<file path="src/rtl/vsm_sequencer.sv">
`default_nettype none
// ============================================================================
//  Module   : vsm_sequencer
//  Purpose  : Job sequencer feeding column/scalar pairs to the vector-scalar
//             MAC array and capturing its output vector.
//  Revision : 1.0 - initial release
// ============================================================================
module vsm_sequencer #(
   parameter int SIZE          = 6,
   parameter int WIDTH         = 8,
   parameter int ACCUMULATIONS = 3,
   parameter int ADDR_W        = 2,
   parameter int DRAIN_CYCLES  = 2
) (
   input  logic                  clk,
   input  logic                  reset,
   input  logic                  wr_en,
   input  logic                  wr_sel,
   input  logic [ADDR_W-1:0]     wr_addr,
   input  logic [8*SIZE-1:0]     wr_data,
   input  logic                  start,
   output logic                  busy,
   output logic                  mac_clear,
   output logic                  vsm_enable,
   output logic [8*SIZE-1:0]     vsm_a,
   output logic [7:0]            vsm_b,
   input  logic [8*SIZE-1:0]     result_in,
   output logic [8*SIZE-1:0]     result,
   output logic                  done
);

   localparam int                C_DEPTH      = 2**ADDR_W;
   localparam int                C_CNT_W      = (DRAIN_CYCLES > 1) ? $clog2(DRAIN_CYCLES) : 1;
   localparam logic [ADDR_W:0]   C_ACC        = (ADDR_W+1)'(ACCUMULATIONS);
   localparam logic [ADDR_W-1:0] C_LAST       = ADDR_W'(ACCUMULATIONS-1);
   localparam logic [C_CNT_W-1:0] C_DRAIN_LOAD = C_CNT_W'(DRAIN_CYCLES-1);

   if ((ACCUMULATIONS < 1) || (C_DEPTH < ACCUMULATIONS) || (DRAIN_CYCLES < 1) ||
       (WIDTH < 1) || (SIZE < 1)) begin : g_bad_params
      $error("vsm_sequencer: illegal parameter set");
   end

   typedef enum logic [2:0] {
      S_IDLE    = 3'd0,
      S_CLEAR   = 3'd1,
      S_RUN     = 3'd2,
      S_DRAIN   = 3'd3,
      S_CAPTURE = 3'd4
   } state_t;

   state_t               r_state;
   state_t               w_next;
   logic [ADDR_W-1:0]    r_index;
   logic [C_CNT_W-1:0]   r_cnt;
   logic [8*SIZE-1:0]    r_result;
   logic                 r_done;
   logic [8*SIZE-1:0]    r_col    [C_DEPTH];
   logic [7:0]           r_scalar [C_DEPTH];
   logic                 w_wr_ok;

   assign w_wr_ok = (r_state == S_IDLE) && wr_en && ({1'b0, wr_addr} < C_ACC);
   assign busy    = (r_state != S_IDLE);
   assign result  = r_result;
   assign done    = r_done;

   // Buffers are frozen outside IDLE so a running job sees a stable operand set.
   always_ff @(posedge clk or posedge reset) begin
      if (reset) begin
         for (int i = 0; i < C_DEPTH; i++) begin
            r_col[i]    <= '0;
            r_scalar[i] <= '0;
         end
      end else if (w_wr_ok) begin
         if (wr_sel) begin
            r_scalar[wr_addr] <= wr_data[7:0];
         end else begin
            r_col[wr_addr] <= wr_data;
         end
      end
   end

   always_ff @(posedge clk or posedge reset) begin
      if (reset) begin
         r_state  <= S_IDLE;
         r_index  <= '0;
         r_cnt    <= '0;
         r_result <= '0;
         r_done   <= 1'b0;
      end else begin
         r_state <= w_next;
         r_done  <= (r_state == S_CAPTURE);
         case (r_state)
            S_CLEAR: r_index <= '0;
            S_RUN: begin
               r_index <= r_index + ADDR_W'(1);
               if (r_index == C_LAST) begin
                  r_cnt <= C_DRAIN_LOAD;
               end
            end
            S_DRAIN: begin
               if (r_cnt != '0) begin
                  r_cnt <= r_cnt - C_CNT_W'(1);
               end
            end
            S_CAPTURE: r_result <= result_in;
            default: ;
         endcase
      end
   end

   always_comb begin
      w_next     = r_state;
      mac_clear  = 1'b0;
      vsm_enable = 1'b0;
      vsm_a      = '0;
      vsm_b      = '0;
      case (r_state)
         S_IDLE: begin
            if (start) begin
               w_next = S_CLEAR;
            end
         end
         S_CLEAR: begin
            mac_clear = 1'b1;
            w_next    = S_RUN;
         end
         S_RUN: begin
            vsm_enable = 1'b1;
            vsm_a      = r_col[r_index];
            vsm_b      = r_scalar[r_index];
            if (r_index == C_LAST) begin
               w_next = S_DRAIN;
            end
         end
         S_DRAIN: begin
            if (r_cnt == '0) begin
               w_next = S_CAPTURE;
            end
         end
         S_CAPTURE: w_next = S_IDLE;
         default:   w_next = S_IDLE;
      endcase
   end

endmodule
`default_nettype wire

</file>
<file path="config.mk">
export PLATFORM = sky130hd
export DESIGN_NAME = vsm_sequencer
export DESIGN_NICKNAME = d
export VERILOG_FILES = /design/src/rtl/vsm_sequencer.sv
export SDC_FILE = /design/constraint.sdc
export NUM_CORES = 1
export LEC_CHECK = 0
export CAP_MARGIN = 20
export CORE_MARGIN = 10
export CORE_UTILIZATION = 53
export CTS_CLUSTER_SIZE = 24
export DETAILED_ROUTE_END_ITERATION = 10
export GPL_TIMING_DRIVEN = 0
export PLACE_DENSITY = 0.89
export SYNTH_ARGS = -nofsm -noshare
export SYNTH_HDL_FRONTEND = slang
export SYNTH_SLANG_ARGS = --single-unit
</file>
<file path="constraint.sdc">
create_clock -name clk -period 11.7 [get_ports clk]
set_input_delay 2.34 -clock clk [delete_from_list [all_inputs] [get_ports clk]]
set_output_delay 2.34 -clock clk [all_outputs]
set_load 0.01 [all_outputs]
</file>
==> results_dict.tcl <==
set metrics [dict create \
    drt_iter0_drc 291 \
    max_stage_delay_ps 670 \
    cts_tree "yes" \
    grt_antenna_before_repair 1 \
    root_buffer "clkbuf_16" \
    synth-seq-area-share_pct 59.5 \
    crit_arrival_ps 3480 \
    required_ps 9360 \
    grt_pass1_vias 8097 \
    holdPathEnd "r_col[36]" \
    clkPwrFrac_pct 23.7 \
    final_common_cell "dfrtp_1" \
    final_cell_mix "dfrtp_1 (279), clkdlybuf4s50_1 (210), mux2_2 (196)" \
    ys_types 31 \
    path_delay_family "buffers and inverters" \
    cts_resized 0 \
    ys_seq_elements 279 \
    clockBufferDepth 3 \
    combPwrFrac_pct 38.8 \
    core_area_sq_mm 0.0218 \
    syn_nets 844 \
    rsz0062_at_grt "false" \
    power.static_leakage_nw 6.66 \
    cts_htree_levels 1 \
    yosysWarnings 0 \
    path_cells "buf_1 -> clkbuf_1 -> mux4_2 -> nor2b_1 -> clkdlybuf4s50_1" \
    die_x_um 169 \
    start_util_pct 53.8 \
    hold_class "reg2reg" \
    netSwitchingFraction_pct 29.2 \
    ant_nets 0 \
    timing.fmax_mhz 172 \
    fin_ws_ps 5880 \
    place_hpwl_mm 19.8 \
    status "complete, no violations" \
    dp_slack_ps 6420 \
    worst_pin_slew_ps 1170 \
    hold_buffers 0 \
    hold_viol_final 0 \
    drive_gt1_share_pct 34.3 \
    via_per_inst 5.43 \
    clock_latency_ps 540 \
    p_seq_share_pct 37.5 \
    overflow 0 \
    grt_pass1_wl_mm 45.7 \
    cap_viol_max_count 0 \
    fin_nets 1089 \
    clkSinkCount 279 \
    fin_crit_ps 5820 \
    rr_startpoint "r_state[1]" \
    max_slew_margin_pct 22.1 \
    row_count 54 \
    worstHoldStart "r_col[36]" \
    dieHeight_um 169 \
    cp-end-kind "primary output" \
    cts_buffers 29 \
    syn_inst 740 \
    worstSetupPathType "reg2out" \
    area_growth_pct 30.4 \
    grt_start_max_net_pins 133 \
    drt-wirelength-per-cell_um 22.3 \
    synth.avg_cell_area_sq_um 15.9 \
    reg2regPathDepth 6 \
    drt-total-wl_mm 28.7 \
    drv_slew 0 \
    crit_buf_inv 3 \
    setup_violations 0 \
    routabilityCongestion 0.736 \
    hold_depth 1 \
    firstDrtPassIters 6 \
    drc 0 \
    stdcell_area_sq_mm 0.0153 \
    fin_crit_sh_pct 49.7 \
    placed_area_sq_mm 0.0143 \
    final_util_pct 70.2 \
    post_cts_buffers 0 \
    synth_area_sq_mm 0.0117 \
    port_buffers 210 \
    ios 211 \
    worstSetupStartpointType "register" \
    skew_ps 15.8 \
    vdd_ir_drop_max_v 0.000210 \
    grt_usage_pct 20.1 \
    rr_endpoint "r_col[57]" \
    intPower_mw 2.89 \
    clkTransAtPathRegs_ps 60 \
    rrSetupSlack_ps 9140 \
    num_vias 7003 \
    fp.dieArea_sq_mm 0.0285 \
    crit_fanout 10 \
    totalPowerFinal_mw 4.09 \
    power.switching_mw 1.20 \
    crit_path_top_delay_cell "clkbuf_1" \
    power.density_mw_per_mm2 267 \
]
synthesized netlist by cell type:
cell      count  area [sq um]
nor3b_1       1          7.51
or4b_4        1          13.8
a21oi_1       2          10.0
mux4_2       56          1260
nor2_1        4          15.0
mux2i_1       1          10.0
nor4b_2       1          15.0
nor3_1        1          5.00
nor3_2        1          10.0
o21a_1        1          7.51
mux2_4       20           300
nand2b_1      1          6.26
clkbuf_1     72           270
mux2_2      196          2210
o21ai_0       2          10.0
inv_1         3          11.3
nand3b_1      3          22.5
and3b_1       2          17.5
or3_1         1          6.26
nor4bb_1      1          10.0
nand3_1       2          10.0
buf_1        15          56.3
and2_1        1          6.26
dfrtp_1     279          6980
buf_2         9          45.0
buf_6         3          33.8
or4_4         1          11.3
nor2b_1      57           357
ha_1          1          12.5
or3b_2        1          8.76
nand2_1       1          3.75
area by class of cell:
class / instances / area [sq um]
tap: 280 / 350
multi-input combinational: 359 / 4340
inverter: 3 / 18.8
timing repair buffer: 214 / 2180
fill: 1422 / 6510
buffer: 99 / 405
clock inverter: 13 / 158
antenna: 2 / 5.00
clock buffer: 41 / 871
sequential: 279 / 6980
how the worst max path moves through the flow:
stage | from | to | slack (ps) | depth (start not counted)
final | r_index[1] | vsm_a[0] | 5880 | 5
after CTS | r_index[1] | vsm_a[0] | 5820 | 5
after detailed placement | r_index[1] | vsm_a[0] | 6420 | 5
after global placement | reset | r_col[154] | -1530 | 2
after global routing | r_index[1] | vsm_a[43] | 5670 | 5
after floorplan | reset | done | 1670 | 1
flip-flops by register name, indices dropped and copies added, names as in the netlist:
signal / count
r_state: 3
r_scalar: 32
r_index: 2
result: 48
r_col: 192
done: 1
r_cnt: 1
power groups by stage:
| stage | logic (mW) | registers (mW) | clock network, mW |
|---|---|---|---|
| 4_1_cts | 1.61 | 1.53 | 0.983 |
| 6_report | 1.59 | 1.53 | 0.968 |
| 3_3_place_gp | 1.55 | 1.51 | 0 |
| 2_1_floorplan | 0.924 | 1.52 | 0 |
| 3_5_place_dp | 1.59 | 1.54 | 0 |
| 5_1_grt | 1.71 | 1.58 | 1.02 |
per-layer routing:
layer	routed length [um]	track usage (%)	vias up
li1	-	-	3085
met1	11300	24.3	3670
met2	14000	33.2	209
met3	2760	7.99	39
met4	575	4.92	0
met5	0	0	-
per-stage QoR:
step / TNS (ps) / hold slack, ps / cells
floorplan: 0 / 424 / 740
global placement: -419040 / 435 / 1230
detailed placement: 0 / 442 / 1232
CTS: 0 / 455 / 1286
global route: 0 / 475 / 1288
finish: 0 / 450 / 1290
cells by family after synthesis:
kind of cell	synth area share [%]
AO/OA/AOI/OAI	0.234
adder cells (fa/ha/maj)	0.107
buffers and inverters	3.55
flip-flops	59.5
multiplexers	32.2
AND/OR/NAND/NOR	4.48
Note: power is estimated with default switching activity, not from simulation.
